### src/rtl/mux_scan_pkg.sv
// rtl/mux_scan_pkg.sv - shared constants, state type and window helper for the mux scan sequencer
package mux_scan_pkg;

   localparam int SEL_W = 5;
   localparam int N_CH  = 1 << SEL_W;
   localparam int CNT_W = SEL_W + 1;

   typedef enum logic [1:0] {
      IDLE = 2'd0,
      SCAN = 2'd1,
      HOLD = 2'd2
   } scan_state_t;

   // Number of channels visited from first to last inclusive, wrapping past the top channel.
   function automatic logic [SEL_W:0] win_len(input logic [SEL_W-1:0] first,
                                              input logic [SEL_W-1:0] last);
      logic [SEL_W-1:0] diff;
      diff = last - first;
      return {1'b0, diff} + (SEL_W+1)'(1);
   endfunction

endpackage

### src/rtl/mux_scan_accum.sv
// rtl/mux_scan_accum.sv - result word register and ones counter fed one sampled bit per cycle
module mux_scan_accum
   import mux_scan_pkg::*;
(
   input  logic             clk,
   input  logic             rst_n,
   input  logic             clr,
   input  logic             en,
   input  logic [SEL_W-1:0] idx,
   input  logic             bit_in,
   output logic [N_CH-1:0]  data,
   output logic [CNT_W-1:0] ones
);

   always_ff @(posedge clk or negedge rst_n) begin
      if (!rst_n) begin
         data <= '0;
         ones <= '0;
      end else if (clr) begin
         data <= '0;
         ones <= '0;
      end else if (en) begin
         data[idx] <= bit_in;
         ones      <= ones + CNT_W'(bit_in);
      end
   end

endmodule

### src/rtl/mux_scan_ctrl.sv
// rtl/mux_scan_ctrl.sv - steps the mux select across a channel window and returns the sampled word
module mux_scan_ctrl
   import mux_scan_pkg::*;
(
   input  logic             clk,
   input  logic             rst_n,
   input  logic             start,
   input  logic             abort,
   input  logic [SEL_W-1:0] first_sel,
   input  logic [SEL_W-1:0] last_sel,
   input  logic             mux_out,
   output logic [SEL_W-1:0] sel,
   output logic             busy,
   output logic [N_CH-1:0]  result_data,
   output logic [CNT_W-1:0] result_ones,
   output logic             result_valid,
   input  logic             result_ready
);

   scan_state_t      state, state_d;
   logic [SEL_W-1:0] sel_d;
   logic [SEL_W-1:0] last_q, last_d;
   logic             acc_clr, acc_en;

   always_ff @(posedge clk or negedge rst_n) begin
      if (!rst_n) begin
         state  <= IDLE;
         sel    <= '0;
         last_q <= '0;
      end else begin
         state  <= state_d;
         sel    <= sel_d;
         last_q <= last_d;
      end
   end

   // The first channel is held in sel itself, so only the end of the window needs latching.
   always_comb begin
      state_d = state;
      sel_d   = sel;
      last_d  = last_q;
      acc_clr = 1'b0;
      acc_en  = 1'b0;
      case (state)
         IDLE: begin
            if (start && !abort) begin
               last_d  = last_sel;
               sel_d   = first_sel;
               acc_clr = 1'b1;
               state_d = SCAN;
            end
         end
         SCAN: begin
            if (abort) begin
               acc_clr = 1'b1;
               state_d = IDLE;
            end else begin
               acc_en = 1'b1;
               if (sel == last_q) begin
                  state_d = HOLD;
               end else begin
                  sel_d = sel + SEL_W'(1);
               end
            end
         end
         HOLD: begin
            // Abort outranks the handshake so a cancelled result is never seen as consumed.
            if (abort) begin
               acc_clr = 1'b1;
               state_d = IDLE;
            end else if (result_ready) begin
               state_d = IDLE;
            end
         end
         default: state_d = IDLE;
      endcase
   end

   assign busy         = (state == SCAN);
   assign result_valid = (state == HOLD);

   mux_scan_accum u_accum (
      .clk    (clk),
      .rst_n  (rst_n),
      .clr    (acc_clr),
      .en     (acc_en),
      .idx    (sel),
      .bit_in (mux_out),
      .data   (result_data),
      .ones   (result_ones)
   );

endmodule

### config.mk
export PLATFORM = sky130hd
export DESIGN_NAME = mux_scan_ctrl
export DESIGN_NICKNAME = d
export VERILOG_FILES = /design/src/rtl/mux_scan_pkg.sv /design/src/rtl/mux_scan_accum.sv /design/src/rtl/mux_scan_ctrl.sv
export SDC_FILE = /design/constraint.sdc
export NUM_CORES = 1
export LEC_CHECK = 0
export CAP_MARGIN = 15
export CORE_UTILIZATION = 40
export DETAILED_ROUTE_END_ITERATION = 8
export PLACE_DENSITY = 0.68
export SLEW_MARGIN = 30
export SYNTH_ARGS = -nofsm -noshare
export SYNTH_HDL_FRONTEND = slang
export SYNTH_SLANG_ARGS = --single-unit
### constraint.sdc
create_clock -name clk -period 1.54 [get_ports clk]
set_input_delay 0.154 -clock clk [delete_from_list [all_inputs] [get_ports clk]]
set_output_delay 0.154 -clock clk [all_outputs]
set_load 0.005 [all_outputs]
# [Yosys cells after proc, flatten, opt, wreduce, memory -nomap -nowiden]
# Index checks and enable logic that the tools add are counted.
[totals] mem_count=0 reg_bits=50 wordCells=49 ram_bits=0 latch_bits=0 rom_bits=0 out_inout_bits=45 input_bits=16
[classes] order_cmp=2 eq_ne=8 shift=0 n_reduce_logical=10 n_mux=22 n_bitwise=0 n_mul=0 div_mod_pow=0 add_sub_neg=2
[op_table] operator="32-bit two-way mux" count=2
[op_table] operator="32-bit bitwise mux" count=1
[op_table] operator="5-bit two-way mux" count=3
[op_table] operator="6-bit two-way mux" count=2
[op_table] operator="2-bit two-way mux" count=5
[op_table] operator="5-bit case mux with 2 select lines" count=1
[op_table] operator="6-bit by 1-bit adder with 6-bit output" count=1
[op_table] operator="5-bit by 6-bit less-than comparator with 1-bit output (second input constant)" count=1
[op_table] operator="2-bit != test (second input constant)" count=3
[op_table] operator="3-bit by 2-bit != test with 1-bit output (second input constant)" count=2
[op_table] operator="2-bit case mux with 3 select lines" count=1
[op_table] operator="5-bit by 1-bit adder with 5-bit output (second input constant)" count=1
[op_table] operator="1-bit demux with 5-bit select" count=1
[op_table] operator="5-bit equality test" count=1
[op_table] operator="5-bit by 1-bit greater-or-equal comparator with 1-bit output (second input constant)" count=1
[op_table] operator="1-bit two-way mux" count=5
[op_table] operator="4-bit AND reduction" count=1
[op_table] operator="2-bit nonzero test" count=2
[op_table] operator="3-bit AND reduction" count=1
[op_table] operator="2-bit by 1-bit equality test with 1-bit output (second input constant)" count=1
[op_table] operator="2-bit equality test (second input constant)" count=1
[op_table] operator="1-bit logical AND" count=2
[op_table] operator="2-bit zero test" count=1
[op_table] operator="1-bit case mux with 2 select lines" count=1
[op_table] operator="other kinds (3)" count=3

# [Depth between registers and ports, before layout]
[depth] depth_word=7 mapped_depth=9 ltp_nobuf=6

# [By module]
# A second synthesis with hierarchy kept.
[hier_totals] hier_cells=264 area_unflattened_um2=2770.2
[modules_own_cells] module="mux_scan_accum" area_per_inst_um2=1905.6 seq_area_each_um2=950.9 instances=1 cells_per_inst=177
[modules_own_cells] module="mux_scan_ctrl" area_per_inst_um2=864.6 seq_area_each_um2=300.3 instances=1 cells_per_inst=87

# [Least setup slack after synthesis]
# Ideal clock, no wire load.
[synth_timing] path_kind="flip-flop to flip-flop" start="reg state[0]" end="reg u_accum.data[24]" synth_period_minus_slack_ns=1.666 setup_time_ns=0.124 required_ns=1.416 path_stages_with_launch=10 arrival_time_ns=1.542 path_slack_ns=-0.126 cell_sequence="dfrtp_1 -> inv_1 -> ha_1 -> inv_2 -> or2_1 -> buf_6 -> a21oi_4 -> buf_6 -> buf_12 -> a21oi_2"
[synth_between] elab_chain_cells=4
[synth_lines] item="start: declaration" line_no="mux_scan_ctrl.sv:20" source="scan_state_t state, state_d;"
[synth_lines] item="start signal: assignment" line_no="mux_scan_ctrl.sv:31" source="state <= state_d;"
[synth_lines] item="2-bit by 1-bit equality test with 1-bit output / 2-bit equality test (equally long branches)" line_no="mux_scan_ctrl.sv:44" source="case (state)"
[synth_lines] item="2-bit OR reduction (no source line)"
[synth_lines] item="1-bit case mux with 2 select lines" line_no="mux_scan_ctrl.sv:44"
[synth_lines] item="32-bit two-way mux / 2-bit nonzero test (equally long branches)"
[synth_lines] item="end signal: indexed assignment" line_no="mux_scan_accum.sv:23" source="data[idx] <= bit_in;"
[synth_lines] item="end: declaration" line_no="mux_scan_accum.sv:11" source="output logic [N_CH-1:0] data,"
# Several ways; a longest one is shown, not always the timed one.
# A chain may end at the register's enable or synchronous reset.

# [Worst setup path in the final report]
[layout_timing] start="reg state[0]" end="reg u_accum.data[14]"
# Same word-level chain as after synthesis.

==> results list <==
* Antenna Diode Count: 0
- Utilization after layout: 58.9%
* Worst IR Drop VDD: 0.962 mV
- Clock latency on the worst-skew pair, taken at its later pin, is about 0.30 ns.
- The finished layout holds ~480 standard cells, fillers aside.
* Total overflow reported by the global router: 0
* Area leader, netlist: dfrtp_1
- For this run, the slowest stage of the critical path takes around 0.46 ns.
- Summed over all layers, the routed wires come to 6.81 mm.
* Part of the total power dissipated in the clock network: 12.2%
- Share of synthesized registers carrying an async set or reset: 100%
* Clock period minus worst slack: 1.59 ns
* Part of the total power dissipated in sequential elements: between 20% and 30%
- Total placed cells including tap cells: 467
* GRT Resource Usage Total: 18.9%
- Routed vias: 2452
- HPWL after DPL: 4.82 mm
- In this run, the number of DRC markers left after iteration 0 of detailed routing was 153.
* Number of warning messages in the yosys log: 0
- Fraction of final layout cells sized beyond drive strength 1: 26.9%
- Measured along the x axis, the die boundary spans 85.7 um.
* I/O pin cnt: 61
- Core area: 6790 um2
- Floorplan die area: between 7000 and 8000 um2
- The checks that failed: negative setup slack.
- STA puts the critical path data arrival time at 1.78 ns.
* Mean routed wirelength per cell: 14.1 um
- Cell-internal power: 0.00368 W
- The first global-routing pass estimated 11.0 mm of wire.
* 1st-pass router iterations: 4
- Net count after synthesis: 317
- Timing analysis after detailed placement gives a worst setup slack of -0.0828 ns.
* Power share of the combinational group: around 58%
- Measured along the y axis, the die boundary spans between 80 and 90 um.
- STA classifies the critical path endpoint as a flop.
- Startpoint types: flop
- Clock-pin slew was measured on the worst setup and hold paths at ~0.09 ns.
* CP Depth: 8
* CTS tree: built
* Hold WC Path Type: primary input to asynchronous set/reset pin
- Top cell type's share of synthesized area: 44.6%
- Ys flop type: dfrtp_1
* Maximum buffer depth of the clock tree: 2
- The synthesized netlist contains 42 unique library cells.
- Critical path type: flop to flop
* Final Hold Fails: 0
- Syn-to-layout area delta: 42.7%
* Combined area of all synthesized cells: ~2800 um2
* Post-layout nets: 413
* Antenna viol nets, final: 0
- Based on the critical path, the design can be clocked at up to approximately 0.63 GHz.
- Required time worst endpoint: 1.73 ns
- The initial utilization of the core area, before any placement, comes to 41.3%.
* Outcome: finished with violations
- Final setup vio count: 41
* Clk sink count: 50
- In the finished design, the share of the clock period the worst path needs comes to 103%.
- Yosys reg bits: 50
- Yosys attributes the largest share of cell area to dfrtp_1 45%, a21oi_2 6.3%, nand3_1 5.0%.
- In this run, synthesis inferred 0 flip-flops with an integrated enable.
- In this run the core area contains 30 standard-cell rows.
- Counting both buffers and inverters, the worst setup path holds a total of 4.
- Dividing total power by cell area gives a power density of 1510 nW/um2.
- In this run the power spent charging and discharging nets is 0.00236 W.
- After detailed routing, the number of remaining DRC violations is 0.
- The slowest stage of the critical path is the dfrtp_2 cell.
* Weighted congestion reported at the end of routability-driven placement: 0.894
* Tightest slew margin relative to the limit: 73.5%
- Clock buffer count from CTS: 5
* Final-report max-slew violation count: 0
- During placement, the flow inserted port buffers numbering 60.
* LEAKAGE: 1.63 nW
- Worst-path cell chain: inv_4 -> ha_4 -> inv_2 -> or2_4 -> a21oi_4 -> buf_4 -> clkbuf_16 -> a21oi_2
- The clock arrives with 0.00425 ns of skew.
- PnR worst setup slack: -0.0507 ns
- Entering global routing, the biggest net connects 51 pins.
* Share of the yosys chip area belonging to registers: between 40 and 50%
- Least-Margin Pin Slew: 0.395 ns
* Maximum level of the CTS H-tree: 2
- The cell count after synthesis came out at 290.
* RSZ-0062 raised after global routing: yes
- After detailed routing, the number of vias per cell comes to just over 5.
- Root buffer cell: clkbuf_8
* Antenna violations before repair: 0
- Crit-path leading delay family: flip-flops
* Number of cells on the worst reg-to-reg path: 8
- Highest net fanout along the worst path: 6
* Max Cap Viol: 0
* Vias in the first global route: 2336
- A synthesized cell averages slightly below 10 um2.
- Net switching is between 30% and 40% of the power.
==> layout by cell type (no fill, tap or decap), drive strengths merged, types with 5 or more instances in the layout <==
cell / count
inv: 9
mux2: 5
o21ai: 22
buf: 46
dfrtp: 50
clkbuf: 7
a21oi: 35
clkdlybuf4s50: 57
mux2i: 8
xnor2: 5
nand3: 28
nor2: 15
nand3b: 7
ha: 11
nand2: 36
==> final timing paths <==
kind,startpoint,end,slack [ns]
worst max-delay path,state[0],u_accum.data[14],-0.05
worst min-delay path,rst_n,u_accum.data[4],0.38
worst max register to register,state[0],u_accum.data[14],-0.05
worst min register to register,last_q[2],last_q[2],0.53
max in group asynchronous,rst_n,state[0],0.91
min in group clk,last_sel[2],last_q[2],0.47
==> area by class of cell <==
type                            instances  area [um2]
Multi-Input combinational cell        213        1480
Tap cell                               96         120
Timing Repair Buffer                  107        1030
Sequential cell                        50        1260
Inverter                                9        36.3
Clock inverter                          1        7.51
Clock buffer                            6        72.6
Fill cell                             614        2800
==> kinds of logic after synthesis <==
| group | synth area share (%) |
|---|---|
| compound gates | 16.0 |
| xor+xnor | 2.81 |
| fa+ha+maj | 4.91 |
| buf+inv | 5.76 |
| flops | 44.6 |
| mux | 4.87 |
| simple gates | 21.0 |
==> power by group through the flow <==
stage | registers (W) | logic, W | clock network (W)
4_1_cts | 0.00178 | 0.00316 | 0.000772
3_5_place_dp | 0.00181 | 0.00306 | 0
3_3_place_gp | 0.00181 | 0.00302 | 0
5_1_grt | 0.00183 | 0.00381 | 0.000816
2_1_floorplan | 0.00176 | 0.00180 | 0
6_report | 0.00180 | 0.00350 | 0.000737
==> state kept, by name (all words and copies together), names as in the netlist <==
| signal | cells |
|---|---|
| u_accum.data | 32 |
| state | 2 |
| last_q | 5 |
| sel | 5 |
| u_accum.ones | 6 |
==> cell usage after synthesis (all sizes together), types with 2 or more instances <==
cell type,number
buf,15
nor2b,2
inv,9
nor3,4
nor3b,4
a21oi,35
o21ai,22
xnor2,5
nand3,28
xor2,4
mux2,5
and3,3
a31oi,2
dfrtp,50
nand2,36
o211ai,2
nor2,15
clkbuf,3
nand4,4
or3,2
nand3b,7
and3b,4
ha,11
mux2i,8
==> per-layer routing <==
layer  track usage (%)  part of all wire, %  vias to the layer above
met1              25.9                   46                     1185
li1                  -                    -                     1206
met5                 0                    0                        -
met3              2.69                  3.7                        2
met2              31.6                   50                       59
met4              4.70                 0.68                        0
==> metrics by stage <==
stage	hold slack, ns	instance area (um2)	total power [W]	setup TNS [ns]
2_1_floorplan	-0.142	2820	0.00356	-0.658
3_3_place_gp	0.161	3750	0.00482	-2.22
3_5_place_dp	0.178	3750	0.00487	-2.28
4_1_cts	0.376	3880	0.00572	-1.80
5_1_grt	0.413	4000	0.00646	-3.78
6_report	0.381	4000	0.00604	-1.12
==> worst min-delay path: stages <==
cell           delay (ns)
dlygate4sd3_1        0.52
buf_2                0.13
buf_12               0.27
==> repair_timing <==
| action | in CTS | in global routing |
|---|---|---|
| setup endpoints to repair | 41 | 53 |
| hold buffers | 1 | 0 |
| gates cloned | 0 | 2 |
| pin swaps | 3 | 5 |
| hold endpoints to repair | 50 | 0 |
| gates resized for setup | 10 | 21 |
| setup buffers | 2 | 3 |
Power figures use the tool's default switching activity.
==> patch 1 (same flow settings) <==
Re-encode `scan_state_t` (3 states) as one-hot, 3 bits wide.
--- a/src/rtl/mux_scan_pkg.sv
+++ b/src/rtl/mux_scan_pkg.sv
@@ -5,10 +5,10 @@
    localparam int N_CH  = 1 << SEL_W;
    localparam int CNT_W = SEL_W + 1;
 
-   typedef enum logic [1:0] {
-      IDLE = 2'd0,
-      SCAN = 2'd1,
-      HOLD = 2'd2
+   typedef enum logic [2:0] {
+      IDLE = 3'b001,
+      SCAN = 3'b010,
+      HOLD = 3'b100
    } scan_state_t;
 
    // Number of channels visited from first to last inclusive, wrapping past the top channel.
Behaviour: same outputs for any inputs over 10 cycles, from zero or initial values and one cycle with rst_n low; not proved beyond that.
==> patch 1 against the unedited design <==
  * The run still ends with negative setup slack left
  * Area after synthesis down 5.2%
  * Maximum frequency decreased by 8.5%
  * First-iteration DRC count increased by 27%
  * Design area is 8.9% higher
  * Routed wire length is 20% higher
  * Sequential cell count is 1 higher
  * Global-route usage grew 1.4 points
  * Setup slack got worse by 0.15 ns
  * Count of clock-buffer cells in the layout did not move
Power is not compared: it rests on default switching activity, and its combinational part moved more than twofold at a synthesized area within 25%.
==> patch 1: results (changes against the unedited design) <==
metric;value;unit;change
Post-Syn Nets;281;;-11%
endpoints failing setup;49;;+20%
worst slack at placement;-0.182;ns;-0.0992 ns
post-DP HPWL;4330;um;-10%
met2 Resource Use GR;33.1;%;+1.5 points
violated checks;negative setup slack;;
clk tree area frac;2.27;%;+0.27 points
DP Area;3560;um2;-5.1%
met3 Usage GRT;3.76;%;+1.1 points
number of non-clock inverters;5;;-4
initial DRC count;195;;+27%
met1 Use GR;27.6;%;+1.8 points
Synth area leaders;dfrtp_1, mux2i_1, nand3_1;;
Clock Skew;0.00809;ns;+0.00384 ns
All-Layer GR Usage;20.3;%;+1.4 points
CP top delay family;simple AND/OR/NAND/NOR gates;;
dpl cells;408;;-13%
#MultiIn Comb;183;;-14%
launching point of the worst reg2reg path;state[2]$_DFFE_PN0P_;;
CP arrival;1.95;ns;+0.17 ns
wirelength, routed;8150;um;+20%
status;complete, but fails checks;;
synthesized instance count;259;;-11%
Setup WS post-layout;-0.199;ns;-0.148 ns
number of fill cells in the layout;466;;-24%
Worst-Margin Slew;0.428;ns;+0.0332 ns
multi-input gate share of the layout cell area;37.2;%;+0.27 points
final std cells w/o fill;439;;-8.9%
Critical Path Fanout Max;20;;+14
Vias/cell;5.51;;+8.3%
## patch 1: cell families after synthesis
group | share of synthesized area [%]
AND/OR/NAND/NOR | 20.1
flip-flops | 48.1
multiplexers | 16.1
buffers and inverters | 4.19
AO/OA/AOI/OAI | 5.79
XOR/XNOR | 2.97
adder cells (fa/ha/maj) | 2.83
## patch 1: layer usage
layer | vias to the layer above | wire [um]
li1 | 1111 | -
met1 | 1240 | 3540
met2 | 54 | 4150
met3 | 13 | 303
met4 | 0 | 162
met5 | - | 0
## patch 1: metrics by stage
| step | setup TNS, ns | util (%) | power (mW) | hold WS, ns |
|---|---|---|---|---|
| 6_report | -6.36 | 68.2 | 4.15 | 0.351 |
| 5_1_grt | -9.16 | 68.2 | 4.37 | 0.368 |
| 4_1_cts | -4.97 | 59.4 | 3.79 | 0.362 |
| 3_5_place_dp | -5.39 | 55.7 | 2.86 | 0.170 |
| 3_3_place_gp | -4.92 | 55.7 | 2.85 | 0.166 |
| 2_1_floorplan | -0.260 | - | 2.21 | -0.142 |
## patch 1: report_power, final
| part | internal [mW] | leakage, nW | total, mW | switching (mW) |
|---|---|---|---|---|
| logic | 0.839 | 1.32 | 1.72 | 0.879 |
| clock network | 0.368 | 0.0474 | 0.842 | 0.475 |
| registers | 1.45 | 0.679 | 1.59 | 0.136 |
## patch 1: worst max-delay path by stage
stage	startpoint	end
after floorplan	state[0]$_DFFE_PN1P_	u_accum.data[10]$_DFFE_PN0P_
after global placement	abort	last_q[3]$_DFFE_PN0P_
after detailed placement	abort	last_q[3]$_DFFE_PN0P_
after CTS	state[2]$_DFFE_PN0P_	u_accum.data[13]$_DFFE_PN0P_
after global routing	state[2]$_DFFE_PN0P_	u_accum.data[23]$_DFFE_PN0P_
final	state[2]$_DFFE_PN0P_	u_accum.ones[4]$_DFFE_PN0P_
==> patch 2 (same flow settings) <==
Without the edit above. Change the package constant `SEL_W` from 5 to 6.
--- a/src/rtl/mux_scan_pkg.sv
+++ b/src/rtl/mux_scan_pkg.sv
@@ -1,7 +1,7 @@
 // rtl/mux_scan_pkg.sv - shared constants, state type and window helper for the mux scan sequencer
 package mux_scan_pkg;
 
-   localparam int SEL_W = 5;
+   localparam int SEL_W = 6;
    localparam int N_CH  = 1 << SEL_W;
    localparam int CNT_W = SEL_W + 1;
 
Interface: changed (5 resized); port bits go from 61 to 97. No check against the original RTL was run, so the function may have changed too.
==> patch 2 against the unedited design <==
  * The run still ends with negative setup slack left
  * Sequential cell count increased by 35
  * Clock power rose to 2.6 times the old value
  * Power rose by 63%
  * Core utilization increased by 7.8 points
  * Highest routed layer unchanged
  * Count of clock-buffer cells in the layout is 3 higher
  * Setup slack lost 0.22 ns
  * Global-route usage grew 6.0 points
  * Die area increased by 48%
  * Clock skew up 0.011 ns
  * Critical endpoint is now u_accum.data[46]$_DFFE_PN0P_
  * Synthesized cell count up 52%
  * Non-clock buffer count up 82
  * Routed wire length increased by 110%
  * Area after synthesis increased by 49%
  * Largest power group unchanged
  * Design area grew 66%
==> patch 2: results (changes against the unedited design) <==
metric;value;unit;change
post-DP HPWL;9000;um;+87%
dpl cells;711;;+52%
clock power share;19.4;%;+7.2 points
Clock Skew;0.0154;ns;+0.0112 ns
endpoints failing setup;87;;+110%
P_sw;3.75;mW;+59%
TritonCTS Buffers;9;;+4
Comb group;5.19;mW;+48%
complex-gate fraction of the synthesized area;18.3;%;+2.3 points
fin nets;635;;+54%
CP arrival;2.05;ns;+0.27 ns
Synth Area in XOR/XNOR;2.09;%;-0.72 points
largest net degree at the start of global routing;65;;+27%
wl on met1;5700;um;+82%
number of fill cells in the layout;779;;+27%
mux contribution to synthesized area;4.16;%;-0.71 points
met2 routed WL;6750;um;+99%
clock latency on the worst-skew pair;0.36;ns;+0.06 ns
All-Layer GR Usage;24.9;%;+6.0 points
Setup WS post-layout;-0.271;ns;-0.220 ns
met3 WL;1140;um;+350%
initial DRC count;387;;+150%
Worst-Margin Slew;0.708;ns;+0.313 ns
violated checks;negative setup slack;;
Post-CTS Hold Buffers;1;;unchanged
Slowest-stage cell, CP;dfrtp_1;;
Top Registers;u_accum.data (64), u_accum.ones (7);;
Design Power;9.87;mW;+63%
number of synthesis warnings;0;;unchanged
Hold WS;0.193;ns;-0.187 ns
Worst Hold Launch;mux_out;;
Synth area leaders;dfrtp_1, nand3_1, o21ai_0;;
syn_area_per_cell;9.47;um2;-2.0%
IO buf count;96;;+60%
CP Capture Point;u_accum.data[46]$_DFFE_PN0P_;;
launching point of the worst reg2reg path;state[1]$_DFFE_PN0P_;;
Pleak;2.68;nW;+65%
Resize count post-CTS;41;;+31
status;complete, but fails checks;;
TNS Setup;-12.99;ns;-11.86 ns
CP top delay family;buffers and inverters;;
Pre-antenna DRT Iters;5;;+1
Seq/Total Area, Yosys;50.8;%;+6.2 points
setup bufs post-CTS;11;;+9
Post-Synth Adder-Cell Area;2.39;%;-2.5 points
Hold Path Class;input port to flip-flop;;
Vias/cell;5.83;;+15%
first-pass GRT wire length;21300;um;+93%
CP peak stage delay;0.42;ns;-0.04 ns
## patch 2: cell count changes after synthesis, moves of 10 or more
cell / change
a21oi_1: +51
nand3_1: +51
o21ai_0: +45
dfrtp_1: +35
nand2_1: -25
a21oi_2: -19
clkbuf_1: +10
## patch 2: layer usage
metal	GRT usage [%]	vias up
met1	33.1	2107
met2	39.3	254
met5	0	-
met4	11.4	0
li1	-	1954
met3	4.51	33
## patch 2: metrics by stage
step | cell area, um2 | util, %
after CTS | 6300 | 63.2
after detailed placement | 5810 | 58.4
after global placement | 5810 | 58.4
after global routing | 6640 | 66.7
final | 6640 | 66.7
after floorplan | 4270 | -
## patch 2: cell type report
type / count / area [um2] / area share (%)
multi-input cells: 317 / 2180 / 32.8
flip-flops and latches: 85 / 2130 / 32.1
repair buffers: 189 / 1900 / 28.6
well taps: 133 / 166 / 2.51
clock buffers: 9 / 124 / 1.87
clock inverters: 6 / 111 / 1.68
inverters: 7 / 28.8 / 0.434
